## config.mk

```make
export PLATFORM = sky130hd
export DESIGN_NAME = flag_rate_monitor
export DESIGN_NICKNAME = d
export VERILOG_FILES = /design/src/rtl/flag_mon_pkg.sv /design/src/rtl/flag_win_timer.sv /design/src/rtl/flag_rate_monitor.sv
export SDC_FILE = /design/constraint.sdc
export NUM_CORES = 1
export LEC_CHECK = 0
export CORE_MARGIN = 2
export CORE_UTILIZATION = 47
export DETAILED_ROUTE_END_ITERATION = 8
export GPL_ROUTABILITY_DRIVEN = 0
export PLACE_DENSITY_LB_ADDON = 0.1
export SYNTH_ARGS = -nofsm -noshare
export SYNTH_HDL_FRONTEND = slang
export SYNTH_HIERARCHICAL = 1
export SYNTH_SLANG_ARGS = --single-unit
export TNS_END_PERCENT = 20
```

## constraint.sdc

```tcl
create_clock -name clk -period 1.7 [get_ports clk]
set_input_delay 0.34 -clock clk [delete_from_list [all_inputs] [get_ports clk]]
set_output_delay 0.34 -clock clk [all_outputs]
set_load 0.05 [all_outputs]
```

## src/rtl/flag_mon_pkg.sv

```systemverilog
// Shared types and default widths for the flag rate monitor.
package flag_mon_pkg;

  typedef enum logic [0:0] {
    FM_IDLE  = 1'b0,
    FM_COUNT = 1'b1
  } fm_state_e;

  localparam int FM_CNT_W  = 8;
  localparam int FM_LOST_W = 8;
  localparam int FM_GAP_W  = 8;

endpackage

```

## src/rtl/flag_win_timer.sv

```systemverilog
// Window timer: counts cycles while run=1 and pulses win_end on the last
// cycle of each WIN_LEN-cycle window, then wraps straight into the next one.
module flag_win_timer
  import flag_mon_pkg::*;
#(
  parameter int WIN_LEN = 64
) (
  input  logic clk,
  input  logic rst,
  input  logic run,
  output logic win_end
);

  localparam int TW = (WIN_LEN > 1) ? $clog2(WIN_LEN) : 1;
  localparam logic [TW-1:0] LAST = TW'(WIN_LEN - 1);

  logic [TW-1:0] tcnt_q, tcnt_d;

  // Advance the window counter; it is held at 0 whenever run is low.
  always_comb begin
    tcnt_d  = '0;
    win_end = 1'b0;
    if (run) begin
      if (tcnt_q == LAST) begin
        win_end = 1'b1;
      end else begin
        tcnt_d = tcnt_q + 1'b1;
      end
    end
  end

  // Window counter register.
  always_ff @(posedge clk) begin
    if (rst) begin
      tcnt_q <= '0;
    end else begin
      tcnt_q <= tcnt_d;
    end
  end

endmodule

```

## src/rtl/flag_rate_monitor.sv

```systemverilog
// Flag rate monitor: counts one-cycle flag pulses over fixed windows and
// offers each window's result on a valid/ready report buffer. A result that
// completes while the previous report is still unaccepted is dropped and
// tallied in lost_cnt.
// Optional feature: define FLAG_MON_GAP_EN to compile in the longest
// flag-free run measurement (rpt_gap port and GAP_W parameter).
module flag_rate_monitor
  import flag_mon_pkg::*;
#(
  parameter int WIN_LEN = 64,
  parameter int CNT_W   = FM_CNT_W,
  parameter int LOST_W  = FM_LOST_W
`ifdef FLAG_MON_GAP_EN
  , parameter int GAP_W = FM_GAP_W
`endif
) (
  input  logic              clk,
  input  logic              rst,
  input  logic              en,
  input  logic              flag,
  input  logic              rpt_ready,
  output logic              rpt_valid,
  output logic [CNT_W-1:0]  rpt_count,
  output logic              rpt_ovf,
  output logic [LOST_W-1:0] lost_cnt
`ifdef FLAG_MON_GAP_EN
  , output logic [GAP_W-1:0] rpt_gap
`endif
);

  fm_state_e         state_q, state_d;
  logic              in_count;
  logic              win_end;

  logic [CNT_W-1:0]  cnt_q, cnt_d;
  logic              ovf_q, ovf_d;
  logic [CNT_W-1:0]  fin_cnt;
  logic              fin_ovf;

  logic              rpt_valid_q, rpt_valid_d;
  logic [CNT_W-1:0]  rpt_count_q, rpt_count_d;
  logic              rpt_ovf_q, rpt_ovf_d;
  logic [LOST_W-1:0] lost_q, lost_d;
  logic              load;
  logic              drop;

  assign in_count = (state_q == FM_COUNT);

  flag_win_timer #(
    .WIN_LEN (WIN_LEN)
  ) u_timer (
    .clk     (clk),
    .rst     (rst),
    .run     (in_count),
    .win_end (win_end)
  );

  // FSM next state: en starts counting, en low abandons the window.
  always_comb begin
    state_d = state_q;
    case (state_q)
      FM_IDLE:  if (en)  state_d = FM_COUNT;
      FM_COUNT: if (!en) state_d = FM_IDLE;
      default:  state_d = FM_IDLE;
    endcase
  end

  // Flag counting: fin_* include this cycle's flag, so an end-cycle flag
  // belongs to the ending window; counters restart at 0 after window end.
  always_comb begin
    fin_cnt = cnt_q;
    fin_ovf = ovf_q;
    if (flag) begin
      if (&cnt_q) fin_ovf = 1'b1;
      else        fin_cnt = cnt_q + 1'b1;
    end
    cnt_d = '0;
    ovf_d = 1'b0;
    if (in_count && !win_end) begin
      cnt_d = fin_cnt;
      ovf_d = fin_ovf;
    end
  end

  // Report buffer: load when empty or being drained this cycle, otherwise
  // drop the new result and bump the saturating lost counter.
  always_comb begin
    load        = win_end && (!rpt_valid_q || rpt_ready);
    drop        = win_end && rpt_valid_q && !rpt_ready;
    rpt_valid_d = rpt_valid_q;
    rpt_count_d = rpt_count_q;
    rpt_ovf_d   = rpt_ovf_q;
    lost_d      = lost_q;
    if (load) begin
      rpt_valid_d = 1'b1;
      rpt_count_d = fin_cnt;
      rpt_ovf_d   = fin_ovf;
    end else if (rpt_valid_q && rpt_ready) begin
      rpt_valid_d = 1'b0;
    end
    if (drop && !(&lost_q)) begin
      lost_d = lost_q + 1'b1;
    end
  end

  // State, counters and report registers.
  always_ff @(posedge clk) begin
    if (rst) begin
      state_q     <= FM_IDLE;
      cnt_q       <= '0;
      ovf_q       <= 1'b0;
      rpt_valid_q <= 1'b0;
      rpt_count_q <= '0;
      rpt_ovf_q   <= 1'b0;
      lost_q      <= '0;
    end else begin
      state_q     <= state_d;
      cnt_q       <= cnt_d;
      ovf_q       <= ovf_d;
      rpt_valid_q <= rpt_valid_d;
      rpt_count_q <= rpt_count_d;
      rpt_ovf_q   <= rpt_ovf_d;
      lost_q      <= lost_d;
    end
  end

  assign rpt_valid = rpt_valid_q;
  assign rpt_count = rpt_count_q;
  assign rpt_ovf   = rpt_ovf_q;
  assign lost_cnt  = lost_q;

`ifdef FLAG_MON_GAP_EN
  logic [GAP_W-1:0] gap_q, gap_d;
  logic [GAP_W-1:0] gmax_q, gmax_d;
  logic [GAP_W-1:0] rpt_gap_q, rpt_gap_d;
  logic [GAP_W-1:0] gap_inc;
  logic [GAP_W-1:0] cand;
  logic [GAP_W-1:0] gmax_fin;

  // Gap tracking: a flag closes the current run at gap_q; a flag-free end
  // cycle closes the trailing run including that cycle (gap_q + 1).
  always_comb begin
    gap_inc  = (&gap_q) ? gap_q : gap_q + 1'b1;
    cand     = flag ? gap_q : gap_inc;
    gmax_fin = gmax_q;
    if ((flag || win_end) && (cand > gmax_q)) begin
      gmax_fin = cand;
    end
    gap_d  = '0;
    gmax_d = '0;
    if (in_count && !win_end) begin
      gap_d  = flag ? '0 : gap_inc;
      gmax_d = gmax_fin;
    end
    rpt_gap_d = load ? gmax_fin : rpt_gap_q;
  end

  // Gap registers.
  always_ff @(posedge clk) begin
    if (rst) begin
      gap_q     <= '0;
      gmax_q    <= '0;
      rpt_gap_q <= '0;
    end else begin
      gap_q     <= gap_d;
      gmax_q    <= gmax_d;
      rpt_gap_q <= rpt_gap_d;
    end
  end

  assign rpt_gap = rpt_gap_q;
`endif

endmodule

```

==> impl_metrics.csv <==
group,metric,value,unit
critical_path,reg2regPathDepth,7,
critical_path,worst-path-max-fanout,3,
sta,timing_hold_violations_final,0,
layout,final_common_cell,"buf_4",
pwr,p_leak,0.742,nW
sta,final_max_slew_viol_count,0,
die,start_util,0.491,
logic_synthesis,synth-compound-area-share,0.137,
layout,final_cell_count_no_fill,248,
placed_design,dp_hpwl,2150,um
layout,fillers,250,
detailed_routing,drt_iter0_markers,64,
sta,fin_hold_ws,465,ps
pwr,powerDensity,650,nW/um2
logic_synthesis,synth_top_family_by_area,"simple AND/OR/NAND/NOR gates",
logic_synthesis,ys.warnings.count,6,
global_route,antenna_found_initial,0,
critical_path,startpoint,"u_timer/tcnt_q[0]",
logic_synthesis,muxShareOfSynthArea,0.0269,
sta,period_share,0.957,
layout,antenna_cells,0,
detailed_routing,ant_nets,0,
cts,path_clk_slew,90,ps
cts,cts_buffer_depth,2,
critical_path,cp.required,1960,ps
cts,h-tree-depth,2,
cts,worstSkewPairLatency,320,ps
critical_path,worst_path_max_delay_cell,"or3_1",
layout,final_cell_mix,"buf_4, dfxtp_1, nor2_1",
pwr,peakVddDrop,407,uV
critical_path,reg2reg_from,"u_timer/tcnt_q[0]",
layout,drive_gt1_frac,0.270,
detailed_routing,viasPerCell,5.16,
critical_path,reg2reg_slack,70,ps
die,core,3030,um2
global_route,overflow,0,
detailed_routing,vias,1280,
logic_synthesis,synth_cells,164,
sta,final.setup.worst_slack,73.5,ps
die,rows,20,
cts,cts-root-buf,"clkbuf_4",
critical_path,cp-start-kind,"flip-flop",
logic_synthesis,async_flop_share,0,
logic_synthesis,synth_seq_area_share,0.458,
critical_path,cpPeakStageDelay,380,ps
logic_synthesis,synth_fa_ha_area_frac,0.0252,
placed_design,place_ws,-83.1,ps
die,die_h,60.3,um
critical_path,crit_end,"lost_cnt[7]",
layout,final_nets,212,
critical_path,crit_type,"reg -> reg",
sta,rsz0062_at_grt,"yes",
die,die_x,60.3,um
cts,postCtsHoldBufs,0,
global_route,grt_usage,0.179,
logic_synthesis,synth-edff-count,0,
min_path,hold_path.class,"reg -> reg",
sta,fin_skew,5.21,ps
logic_synthesis,synth-main-ff-cell,"dfxtp_1",
layout,finalCoreUtilization,0.628,
global_route,grt_pass1_wl,4910,um
placed_design,placed_area,1810,um2
critical_path,cp-end-kind,"flip-flop",
detailed_routing,dr.pass1.iters,4,
placed_design,portBuffers,22,
sta,worst_pin_slew,363,ps
logic_synthesis,synthXorXnorAreaFrac,0.0589,
logic_synthesis,synth-seq-cells,34,
sta,finalSetupViolCount,0,
global_route,grt_max_degree,15,
die,ioPinCount,23,
cts,cts_buffers,5,
pwr,totalPowerFinal,1.23,mW
detailed_routing,wl_per_cell,11.6,um
cts,cts.sinks,34,
cts,cts_tree,"done",
sta,min_period,1630,ps
layout,stdcell_area,1900,um2
global_route,grt_pass1_vias,1200,
min_path,min_path_cells,2,
detailed_routing,drc,0,
outcome,status,"finished, final reports clean",
critical_path,r2r-end,"lost_cnt[7]",
critical_path,path_cells,"ha_4, nand2_4, nor3_4, and3b_2, o211ai_1, or3_1, a21oi_1",
logic_synthesis,yosys.area_share.simple,0.271,
sta,fmax,615,MHz
layout,area_delta_synth_final,27.8,%
sta,relSlewSlack,0.757,
logic_synthesis,ys_types,42,
sta,tns,0,ps
die,die_area,3630,um2
placed_design,numPlacedInstances,238,
job,drv_cap,0,
critical_path,cp.arrival,1880,ps
logic_synthesis,netlist_area,1490,um2
logic_synthesis,synth.avg_cell_area,9.07,um2
detailed_routing,wirelength,2880,um
logic_synthesis,syn-num-nets,172,
## metal layers
layer	GRT usage	wire length (um)
met5	0	0
met1	0.215	1300
met3	0.0476	113
met2	0.300	1410
met4	0.0762	55
## worst min path at each step
stage / end / from / slack [ps]
6_report: rpt_count[4] / rpt_count[4] / 460
5_1_grt: rpt_count[6] / rpt_count[6] / 500
4_1_cts: rpt_count[5] / rpt_count[5] / 470
3_5_place_dp: ovf_q / ovf_q / 450
3_3_place_gp: u_timer/tcnt_q[0] / u_timer/tcnt_q[0] / 440
2_1_floorplan: ovf_q / ovf_q / 430
## cell families (layout without fill, tap and decap cells)
family,count (synthesis),in the layout
fa+ha+maj,3,3
xor+xnor,10,10
compound gates,29,29
flops,34,34
mux,4,4
simple gates,76,76
buf+inv,8,48
## flip-flops by register name, indices dropped and copies added, names as in the netlist
| signal | cells |
|---|---|
| cnt_q | 8 |
| lost_cnt | 8 |
| rpt_count | 8 |
| u_timer/tcnt_q | 6 |
| in_count | 1 |
| ovf_q | 1 |
| rpt_ovf | 1 |
| rpt_valid | 1 |
## synth_stat cells (2+ instances only)
cell | n | area share
nand2b_1 | 4 | 0.017
clkbuf_1 | 2 | 0.0050
nand4_1 | 5 | 0.021
nor3_1 | 3 | 0.010
dfxtp_1 | 34 | 0.46
a211oi_1 | 4 | 0.020
xor2_1 | 9 | 0.053
and3_1 | 3 | 0.013
mux2i_1 | 4 | 0.027
o21ai_0 | 6 | 0.020
or3_1 | 2 | 0.0084
a21oi_1 | 5 | 0.017
ha_1 | 3 | 0.025
inv_1 | 4 | 0.010
o211ai_1 | 5 | 0.025
nand3_1 | 6 | 0.020
nor2_1 | 31 | 0.078
nand2_1 | 9 | 0.023
and2_1 | 2 | 0.0084
## what timing repair did
action,CTS,global route
setup buffers,0,3
hold endpoints to repair,0,0
endpoints found under the setup margin,0,12
resized for setup,0,8
## where the power goes
group	internal (mW)	switching (mW)
Sequential	0.797	0.00315
Combinational	0.0204	0.0218
Clock	0.156	0.237
Total	0.973	0.262
## critical path: cells and delay by family (launching register included)
family	cells	cell delay, ps
AND/OR/NAND/NOR	4	820
flip-flops	1	370
AO/OA/AOI/OAI	2	230
adder cells (fa/ha/maj)	1	150
## layout make-up
| type | count | area [um2] | share of cell area |
|---|---|---|---|
| multi-input cells | 122 | 810 | 0.426 |
| flip-flops and latches | 34 | 688 | 0.362 |
| repair buffers | 37 | 288 | 0.151 |
| well taps | 44 | 55.1 | 0.0290 |
| clock buffers | 7 | 45.0 | 0.0237 |
| inverters | 4 | 15.0 | 0.00790 |
(Power assumes the default switching activity.)
